<file path="config.mk">
export PLATFORM = sky130hd
export DESIGN_NAME = perfc_multi
export DESIGN_NICKNAME = d
export VERILOG_FILES = /design/src/rtl/perfc_multi_pkg.sv /design/src/rtl/reg_pkg.sv /design/src/rtl/perfc_channel.sv /design/src/rtl/perfc_multi.sv
export SDC_FILE = /design/constraint.sdc
export NUM_CORES = 1
export LEC_CHECK = 0
export CORE_ASPECT_RATIO = 0.6
export CORE_MARGIN = 3
export CORE_UTILIZATION = 50
export DETAILED_ROUTE_END_ITERATION = 7
export GPL_ROUTABILITY_DRIVEN = 1
export MAX_ROUTING_LAYER = met4
export PLACE_DENSITY_LB_ADDON = 0.08
export SKIP_LAST_GASP = 1
export SYNTH_ARGS = -nofsm -noshare
export SYNTH_HDL_FRONTEND = slang
export SYNTH_SLANG_ARGS = --single-unit
</file>
<file path="constraint.sdc">
create_clock -name clk_i -period 8.4 [get_ports clk_i]
set_clock_uncertainty 0.1 [all_clocks]
set_input_delay 2.1 -clock clk_i [delete_from_list [all_inputs] [get_ports clk_i]]
set_output_delay 2.1 -clock clk_i [all_outputs]
set_load 0.1 [all_outputs]
</file>
<file path="src/rtl/perfc_multi_pkg.sv">
// Shared definitions for the multi-channel performance counter:
// register offsets, CFG field layout and the channel config bundle.
package perfc_multi_pkg;

  localparam logic [31:0] OFF_CTRL        = 32'h00;
  localparam logic [31:0] OFF_INTR_STATE  = 32'h04;
  localparam logic [31:0] OFF_INTR_ENABLE = 32'h08;
  localparam logic [31:0] CNT_BASE        = 32'h20;
  localparam logic [31:0] CNT_STRIDE      = 32'h20;

  localparam logic [4:0] SUB_CFG     = 5'h00;
  localparam logic [4:0] SUB_CNT_LO  = 5'h04;
  localparam logic [4:0] SUB_CNT_HI  = 5'h08;
  localparam logic [4:0] SUB_SNAP_LO = 5'h0C;
  localparam logic [4:0] SUB_SNAP_HI = 5'h10;

  localparam int CTRL_GEN  = 0;
  localparam int CTRL_SNAP = 1;
  localparam int CTRL_CLR  = 2;

  localparam int CFG_EN       = 0;
  localparam int CFG_MODE     = 1;
  localparam int CFG_EVSEL_LO = 8;
  localparam int CFG_EVSEL_HI = 12;

  typedef struct packed {
    logic       en;
    logic       mode;
    logic [4:0] evsel;
  } cfg_t;

  function automatic logic [31:0] cfg_word(cfg_t c);
    logic [31:0] w;
    w = '0;
    w[CFG_EN] = c.en;
    w[CFG_MODE] = c.mode;
    w[CFG_EVSEL_HI:CFG_EVSEL_LO] = c.evsel;
    return w;
  endfunction

  function automatic cfg_t word_cfg(logic [31:0] w);
    cfg_t c;
    c.en = w[CFG_EN];
    c.mode = w[CFG_MODE];
    c.evsel = w[CFG_EVSEL_HI:CFG_EVSEL_LO];
    return c;
  endfunction

endpackage

</file>
<file path="src/rtl/reg_pkg.sv">
// Peripheral-subsystem register bus request/response types.
// One 32-bit word per access; ready is always asserted by slaves.
package reg_pkg;

  typedef struct packed {
    logic        valid;
    logic        write;
    logic [31:0] addr;
    logic [31:0] wdata;
    logic [3:0]  wstrb;
  } reg_req_t;

  typedef struct packed {
    logic        ready;
    logic [31:0] rdata;
    logic        error;
  } reg_rsp_t;

endpackage

</file>
<file path="src/rtl/perfc_channel.sv">
// One counter channel: event select, level/edge hit, counter,
// snapshot register and wrap pulse.
module perfc_channel
  import perfc_multi_pkg::*;
#(
  parameter int NUM_EVT   = 16,
  parameter int CNT_WIDTH = 48
) (
  input  logic                 clk_i,
  input  logic                 rst_ni,
  input  cfg_t                 i_cfg,
  input  logic                 i_gen,
  input  logic [NUM_EVT-1:0]   i_events,
  input  logic                 i_clr,
  input  logic                 i_snap,
  input  logic                 i_wr_lo,
  input  logic                 i_wr_hi,
  input  logic [31:0]          i_wdata,
  output logic [CNT_WIDTH-1:0] o_cnt,
  output logic [CNT_WIDTH-1:0] o_snap_val,
  output logic                 o_wrap
);

  localparam int HW = CNT_WIDTH - 32;
  localparam logic [CNT_WIDTH-1:0] ONE =
    {{(CNT_WIDTH-1){1'b0}}, 1'b1};

  logic [NUM_EVT-1:0]   r_prev;
  logic [CNT_WIDTH-1:0] r_cnt;
  logic [CNT_WIDTH-1:0] r_snap;

  logic [31:0] w_ev;
  logic [31:0] w_pv;
  logic        w_sel_ok;
  logic        w_lvl;
  logic        w_old;
  logic        w_hit;
  logic        w_inc;
  logic        w_wr;

  assign w_ev = 32'(i_events);
  assign w_pv = 32'(r_prev);
  assign w_sel_ok = 32'(i_cfg.evsel) < 32'(NUM_EVT);
  assign w_lvl = w_ev[i_cfg.evsel];
  assign w_old = w_pv[i_cfg.evsel];
  assign w_hit = w_sel_ok &
    (i_cfg.mode ? (w_lvl & ~w_old) : w_lvl);
  assign w_inc = i_gen & i_cfg.en & w_hit;
  assign w_wr = i_wr_lo | i_wr_hi;

  // A clear or software write swallows the increment, so no wrap either.
  assign o_wrap = w_inc & (&r_cnt) & ~i_clr & ~w_wr;

  always_ff @(posedge clk_i or negedge rst_ni) begin
    if (!rst_ni) begin
      r_prev <= '0;
      r_cnt  <= '0;
      r_snap <= '0;
    end else begin
      r_prev <= i_events;
      if (i_snap) r_snap <= r_cnt;
      if (i_clr) begin
        r_cnt <= '0;
      end else if (i_wr_lo) begin
        r_cnt[31:0] <= i_wdata;
      end else if (i_wr_hi) begin
        r_cnt[CNT_WIDTH-1:32] <= i_wdata[HW-1:0];
      end else if (w_inc) begin
        r_cnt <= r_cnt + ONE;
      end
    end
  end

  assign o_cnt = r_cnt;
  assign o_snap_val = r_snap;

endmodule

</file>
<file path="src/rtl/perfc_multi.sv">
// Multi-channel performance counter peripheral: register decode,
// global control, split-read shadows and level interrupt.
module perfc_multi
  import perfc_multi_pkg::*;
#(
  parameter int  NUM_CNT   = 4,
  parameter int  NUM_EVT   = 16,
  parameter int  CNT_WIDTH = 48,
  parameter type reg_req_t = reg_pkg::reg_req_t,
  parameter type reg_rsp_t = reg_pkg::reg_rsp_t
) (
  input  logic               clk_i,
  input  logic               rst_ni,
  input  reg_req_t           reg_req_i,
  output reg_rsp_t           reg_rsp_o,
  input  logic [NUM_EVT-1:0] events_i,
  output logic               intr_o
);

  localparam logic [31:0] CNT_END =
    CNT_BASE + CNT_STRIDE * 32'(NUM_CNT);

  logic               r_gen;
  logic [NUM_CNT-1:0] r_ist;
  logic [NUM_CNT-1:0] r_ien;
  logic [31:0]        r_hi_sh;
  logic [31:0]        r_snap_sh;
  cfg_t               r_cfg [NUM_CNT];

  logic [CNT_WIDTH-1:0] w_cnt  [NUM_CNT];
  logic [CNT_WIDTH-1:0] w_snapv[NUM_CNT];
  logic [NUM_CNT-1:0]   w_wrap;
  logic [NUM_CNT-1:0]   w_sel;
  logic [CNT_WIDTH-1:0] w_cnt_sel;
  logic [CNT_WIDTH-1:0] w_snap_sel;
  cfg_t                 w_cfg_sel;

  logic [31:0] w_addr;
  logic [31:0] w_wdata;
  logic [7:0]  w_rel;
  logic [2:0]  w_idx;
  logic [4:0]  w_sub;
  logic        w_in_cnt;
  logic        w_is_ctrl;
  logic        w_is_ist;
  logic        w_is_ien;
  logic        w_s_cfg;
  logic        w_s_lo;
  logic        w_s_hi;
  logic        w_s_slo;
  logic        w_s_shi;
  logic        w_map;
  logic        w_rd;
  logic        w_wr;
  logic        w_err;
  logic        w_ctrl_wr;
  logic        w_snap;
  logic        w_clr;
  logic [31:0] w_rdata;
  logic        w_unused;

  assign w_unused = ^reg_req_i.wstrb;

  assign w_addr  = reg_req_i.addr;
  assign w_wdata = reg_req_i.wdata;
  assign w_rel   = 8'(w_addr - CNT_BASE);
  assign w_idx   = w_rel[7:5];
  assign w_sub   = w_rel[4:0];

  assign w_in_cnt  = (w_addr >= CNT_BASE) && (w_addr < CNT_END);
  assign w_is_ctrl = w_addr == OFF_CTRL;
  assign w_is_ist  = w_addr == OFF_INTR_STATE;
  assign w_is_ien  = w_addr == OFF_INTR_ENABLE;
  assign w_s_cfg   = w_in_cnt && (w_sub == SUB_CFG);
  assign w_s_lo    = w_in_cnt && (w_sub == SUB_CNT_LO);
  assign w_s_hi    = w_in_cnt && (w_sub == SUB_CNT_HI);
  assign w_s_slo   = w_in_cnt && (w_sub == SUB_SNAP_LO);
  assign w_s_shi   = w_in_cnt && (w_sub == SUB_SNAP_HI);

  assign w_map = w_is_ctrl | w_is_ist | w_is_ien |
    w_s_cfg | w_s_lo | w_s_hi | w_s_slo | w_s_shi;

  assign w_rd  = reg_req_i.valid & ~reg_req_i.write & w_map;
  assign w_wr  = reg_req_i.valid &  reg_req_i.write & w_map;
  assign w_err = reg_req_i.valid & ~w_map;

  assign w_ctrl_wr = w_wr & w_is_ctrl;
  assign w_snap = w_ctrl_wr & w_wdata[CTRL_SNAP];
  assign w_clr  = w_ctrl_wr & w_wdata[CTRL_CLR];

  always_comb begin
    w_sel = '0;
    w_cnt_sel = '0;
    w_snap_sel = '0;
    w_cfg_sel = '0;
    for (int i = 0; i < NUM_CNT; i++) begin
      if (w_in_cnt && (w_idx == 3'(i))) begin
        w_sel[i] = 1'b1;
        w_cnt_sel = w_cnt[i];
        w_snap_sel = w_snapv[i];
        w_cfg_sel = r_cfg[i];
      end
    end
  end

  always_comb begin
    w_rdata = '0;
    unique case (1'b1)
      w_is_ctrl: w_rdata = {31'b0, r_gen};
      w_is_ist:  w_rdata = 32'(r_ist);
      w_is_ien:  w_rdata = 32'(r_ien);
      w_s_cfg:   w_rdata = cfg_word(w_cfg_sel);
      w_s_lo:    w_rdata = w_cnt_sel[31:0];
      w_s_hi:    w_rdata = r_hi_sh;
      w_s_slo:   w_rdata = w_snap_sel[31:0];
      w_s_shi:   w_rdata = r_snap_sh;
      default:   w_rdata = '0;
    endcase
  end

  always_comb begin
    reg_rsp_o = '0;
    reg_rsp_o.ready = 1'b1;
    reg_rsp_o.rdata = w_rd ? w_rdata : 32'h0;
    reg_rsp_o.error = w_err;
  end

  always_ff @(posedge clk_i or negedge rst_ni) begin
    if (!rst_ni) begin
      r_gen <= 1'b0;
      r_ist <= '0;
      r_ien <= '0;
      r_hi_sh <= '0;
      r_snap_sh <= '0;
      for (int i = 0; i < NUM_CNT; i++) r_cfg[i] <= '0;
    end else begin
      if (w_ctrl_wr) r_gen <= w_wdata[CTRL_GEN];
      // Wrap set is OR-ed in after the W1C mask so set wins.
      r_ist <= (r_ist & ~((w_wr & w_is_ist) ?
        w_wdata[NUM_CNT-1:0] : '0)) | w_wrap;
      if (w_wr & w_is_ien) r_ien <= w_wdata[NUM_CNT-1:0];
      if (w_rd & w_s_lo)
        r_hi_sh <= 32'(w_cnt_sel[CNT_WIDTH-1:32]);
      if (w_rd & w_s_slo)
        r_snap_sh <= 32'(w_snap_sel[CNT_WIDTH-1:32]);
      for (int i = 0; i < NUM_CNT; i++) begin
        if (w_wr & w_s_cfg & w_sel[i]) r_cfg[i] <= word_cfg(w_wdata);
      end
    end
  end

  for (genvar g = 0; g < NUM_CNT; g++) begin : g_ch
    perfc_channel #(
      .NUM_EVT  (NUM_EVT),
      .CNT_WIDTH(CNT_WIDTH)
    ) u_ch (
      .clk_i     (clk_i),
      .rst_ni    (rst_ni),
      .i_cfg     (r_cfg[g]),
      .i_gen     (r_gen),
      .i_events  (events_i),
      .i_clr     (w_clr),
      .i_snap    (w_snap),
      .i_wr_lo   (w_wr & w_s_lo & w_sel[g]),
      .i_wr_hi   (w_wr & w_s_hi & w_sel[g]),
      .i_wdata   (w_wdata),
      .o_cnt     (w_cnt[g]),
      .o_snap_val(w_snapv[g]),
      .o_wrap    (w_wrap[g])
    );
  end

  assign intr_o = |(r_ist & r_ien);

endmodule

</file>
# Word level (Yosys, flattened, before mapping)
# Index checks and enable logic that the tools add are counted.
dict set report op_classes {
  n_reduce_logical 34
  n_bitwise 81
  mux 63
  eq_ne 17
  order_cmp 10
  addsub 5
}
# operator n
set op_table {}
lappend op_table {{$mux W48} 16}
lappend op_table {{$mux W32} 9}
lappend op_table {{$pmux W32 S8} 1}
lappend op_table {{$add A48 B1 Y48 const B} 4}
lappend op_table {{$reduce_and A48 Y1} 4}
lappend op_table {{$mux W16} 8}
lappend op_table {{$and A1 B1 Y1} 55}
lappend op_table {{$bmux W1 S5} 8}
lappend op_table {{$eq A32 B3 Y1 const B} 1}
lappend op_table {{$eq A32 B4 Y1 const B} 1}
lappend op_table {{$ge A32 B6 Y1 const B} 1}
lappend op_table {{$logic_not A32 Y1} 1}
lappend op_table {{$lt A32 B8 Y1 const B} 1}
lappend op_table {{$mux W7} 4}
lappend op_table {{$lt A5 B6 Y1 const B} 4}
lappend op_table {{$reduce_bool A3 Y1} 8}
lappend op_table {{$lt A5 B5 Y1 const B} 4}
lappend op_table {{$mux W1} 16}
lappend op_table {{$reduce_and A2 Y1} 8}
lappend op_table {{$ne A3 B1 Y1 const B} 4}
lappend op_table {{$not A1 Y1} 11}
lappend op_table {{$or A1 B1 Y1} 11}
lappend op_table {{$eq A5 B4 Y1 const B} 2}
lappend op_table {{$logic_and A1 B1 Y1} 10}
lappend op_table {{other kinds (13)} 18}
dict set report totals {
  inputBits 88
  word_cells 240
  regBits 469
  output_inout_bits 35
}

# Longest topological paths before layout
dict set report logic_depth {
  depth_word 15
  ltp_mapped 12
  mapped_depth_nobuf 8
}

# Modules after synthesis
# Synthesis repeated with hierarchy kept, for this count alone.
dict set report unflattened {
  cells_unflattened 2974
  area_unflattened_um2 30449.2
}
# module cells_each area_per_inst_um2 instances seq_area_each_um2
set modules_own_cells {}
lappend modules_own_cells {perfc_channel 556 5929.4 4 2802.7}
lappend modules_own_cells {perfc_multi 750 6731.5 1 1726.7}

# Worst setup path after synthesis
# OpenSTA, ideal clock, no wires.
dict set report synth_timing {
  path_type {input to output}
  from {in reg_req_i[64] in the netlist's numbering}
  to {out reg_rsp_o[29] in the netlist's numbering}
  arrival_ns 6.245
  path_slack_ns -0.045
  required_time_ns 6.200
  path_buffers 3
  path_stages 8
  cell_sequence {nor4_1 > nand4_1 > buf_1 > nor3_1 > clkbuf_1 > buf_1 > a222oi_1 > o32ai_1}
}
# item line_no
set synth_lines {}
lappend synth_lines {{start: declaration} perfc_multi.sv:14} ;# input reg_req_t reg_req_i,
lappend synth_lines {{end: declaration} perfc_multi.sv:15} ;# output reg_rsp_t reg_rsp_o,

==> reports/metrics.csv <==
stage,metric,value,unit
logic_synthesis,syn avg cell area,8.28,sq um
cells_and_area,final cell count without fillers,4080,
power,combinational share of power,5.4,%
cts,CTS tree,yes,
power,power share of the sequential group,48.3,%
cts,clk root buf,clkbuf_16,
floorplan,FP Rows,65,
route,WL met1,54400,um
setup_path,Startpoint Class,input port,
power,peak supply drop,0.000153,V
global_route,total grt overflow,0,
placement,IO buf count,117,
sta,achievable clock frequency,0.130,GHz
placement,placed cell area,30000,sq um
placement,placed cell count,3984,
cells_and_area,"most common cell after layout, fill and taps aside",nand2_1,
route,DRC,11,
floorplan,die area,57800,sq um
floorplan,Starting Density,51.4,%
setup_path,Worst Setup End Kind,output port,
placement,DP HPWL,94700,um
power,Clk pwr share,46.4,%
route,WL per Instance,32.4,um
run,# Max-Cap Violations,1,
global_route,Total GRT Usage,46.4,%
sta,Pins Over Slew Limit,0,
cts,# hold bufs at CTS,0,
logic_synthesis,Mapped Area,27500,sq um
setup_path,CP Data Arrival Time,5500,ps
cells_and_area,"commonest non-fill, non-tap cells in the layout","nand2_1, dfrtp_1, o21ai_0",
floorplan,Die Y,188,um
sta,final worst slack,695,ps
sta,worst rel slew slack,0.705,%
logic_synthesis,post-synthesis mux area share,3.91,%
power,Tot Pwr,4.80,mW
setup_path,Critical Path Fanout Max,17,
cells_and_area,Final Net Count,3422,
logic_synthesis,largest family of logic cells by synthesized area,simple AND/OR/NAND/NOR gates,
cts,Post-CTS Setup Inserts,0,
cts,clk buf depth,3,
cells_and_area,Finished Cell Area,31500,sq um
sta,fin crit period,7700,ps
setup_path,WP data required,6200,ps
route,via/cell ratio,7.13,
logic_synthesis,"Top FF cell, synth",dfrtp_1,
cts,clock-pin slew on the worst setup and hold paths,60,ps
logic_synthesis,post-synth net total,3407,
logic_synthesis,area share of and/or/nand/nor cells after synthesis,25.2,%
sta,Fin. Hold Viols,0,
cts,CTS sink count,469,
logic_synthesis,Post-Synth XOR/XNOR Area,2.04,%
status,status,"complete, but fails checks",
logic_synthesis,post-synthesis sequential area ratio,42.7,%
route,met3 WL,24900,um
route,routed wl met2,47700,um
cells_and_area,Layout Area Growth over Synthesis,14.9,%
route,Post-Route WL,132000,um
power,Net Switching,1.19,mW
power,P_leak,12.9,nW
logic_synthesis,"area leader, netlist",dfrtp_1,
cells_and_area,filler cell count in the final layout,4738,
cts,# resized after CTS,0,
global_route,vias in the first global route,26900,
logic_synthesis,"EDFF count, synth",0,
route,drt pass-1 iters,8,
logic_synthesis,post-synth top area share,42.7,%
sta,Final Cycle Share,91.7,%
setup_path,critical path class,input port to output port,
logic_synthesis,Mapped Cells,3315,
cts,Num CTS Buffers,47,
sta,setup TNS,0,ps
logic_synthesis,Synth cell types,87,
min_path,Hold Crit Class,flip-flop to flip-flop,
sta,Final setup viols,0,
sta,RSZ-0062 raised after global routing,false,
placement,global placement routability congestion,1.08,
logic_synthesis,area fraction in compound gates after synthesis,21.7,%
floorplan,core region area,53400,sq um
route,ANT nets after route,0,
sta,Worst Tran Pin Value,1480,ps
logic_synthesis,Yosys warnings,0,
placement,dpl ws,871,ps
power,switching share of power,24.8,%
logic_synthesis,ranking of synthesized cells by area,"dfrtp_1, nand2_1, o21ai_0, a21oi_1, clkbuf_1",
logic_synthesis,Synth Area in Adders,0.182,%
cells_and_area,ratio of cells with drive above 1 in the final layout,9.67,%
logic_synthesis,#FFs+latches synth,469,
status,failing checks,"design-rule violations, max-capacitance violations",
logic_synthesis,Async SR Flop Fraction,100,%
route,via count,29100,
floorplan,I/O Pins,123,
global_route,largest net degree at the start of global routing,142,
global_route,initial antenna violation count,11,
global_route,first-pass GRT wire length,189000,um
power,Pwr Density,152,nW/um^2
cts,clock latency on the worst-skew pair,600,ps
power,P_int,3.61,mW
route,DR top layer,met4,
cts,H-Tree Depth,2,
route,DR iter-0 viols,5077,
floorplan,die width,309,um
-- cells in the mapped netlist (32+ instances only) --
master,n
nand3_1,143
mux2_2,34
nor4_1,67
a22o_1,45
a221oi_1,54
dfrtp_1,469
nand2_1,874
nor3_1,61
o21ai_0,256
a22oi_1,60
o31ai_1,40
inv_1,34
nor2_1,89
xnor2_1,54
clkbuf_1,216
and3_1,32
o211ai_1,43
a21oi_1,213
nand4_1,57
-- critical path, cell delays in order --
cell	delay [ps]
clkdlybuf4s50_1	410
nor4_1	410
nand2_1	270
buf_4	280
nor3_2	220
buf_4	260
nand4b_1	620
a21oi_1	440
or3_1	280
buf_12	210
-- power by group through the flow --
stage               clock network [mW]  registers [mW]  logic (mW)
floorplan                            0            2.34      0.0814
global placement                     0            2.36       0.242
detailed placement                   0            2.36       0.245
CTS                               2.23            2.31       0.246
global route                      2.33            2.32       0.268
finish                            2.23            2.32       0.257
-- registers in the layout (all words and copies together), names as in the netlist --
register and cells:
r_ien 4, r_cfg 28, g_ch.u_ch.o_snap_val 192, r_gen 1, r_ist 4, g_ch.u_ch.o_cnt 192, g_ch.u_ch.r_prev 16, r_snap_sh 16
r_hi_sh 16
-- logic make-up (layout without fill, tap and decap cells) --
| logic type | Yosys count | count (layout) |
|---|---|---|
| simple gates | 1493 | 1493 |
| compound gates | 917 | 917 |
| flops | 469 | 469 |
| buf+inv | 297 | 344 |
| mux | 70 | 70 |
| xor+xnor | 64 | 64 |
| fa+ha+maj | 4 | 4 |
| other cells | 1 | 16 |
-- metal layers --
| metal | track usage [%] | vias up |
|---|---|---|
| met2 | 54.1 | 2381 |
| met4 | 15.6 | 0 |
| met5 | - | - |
| met3 | 24.3 | 376 |
| met1 | 66.4 | 14200 |
| li1 | - | 12100 |
-- path summary, 6_finish.rpt --
check	slack (ps)	to	cells past startpoint	start
hold reg to reg	360	g_ch[3].u_ch.o_snap_val[15]	2	g_ch[3].u_ch.o_snap_val[15]
max in group asynchronous	5400	g_ch[3].u_ch.o_cnt[29]	2	rst_ni
setup / recovery	700	reg_rsp_o[4]	10	reg_req_i[57]
min in group asynchronous	1400	g_ch[2].u_ch.o_snap_val[25]	1	rst_ni
setup reg to reg	3830	g_ch[2].u_ch.o_cnt[35]	8	g_ch[2].u_ch.o_cnt[9]
hold / removal	360	g_ch[3].u_ch.o_snap_val[15]	2	g_ch[3].u_ch.o_snap_val[15]
-- through the flow --
step,utilization [%],hold WS [ps]
floorplan,-,331
global placement,56.1,346
detailed placement,56.1,350
CTS,59.0,365
global route,59.0,384
finish,59.0,362
-- layout make-up --
class | instances | area, sq um | share of cell area (%)
diodes | 15 | 37.5 | 0.119
clock inverters | 13 | 171 | 0.543
flip-flops and latches | 469 | 11700 | 37.2
clock buffers | 68 | 1380 | 4.36
well taps | 703 | 880 | 2.79
multi-input cells | 2549 | 14700 | 46.7
repair buffers | 229 | 2480 | 7.88
inverters | 34 | 128 | 0.405
Power figures use the tool's default switching activity.
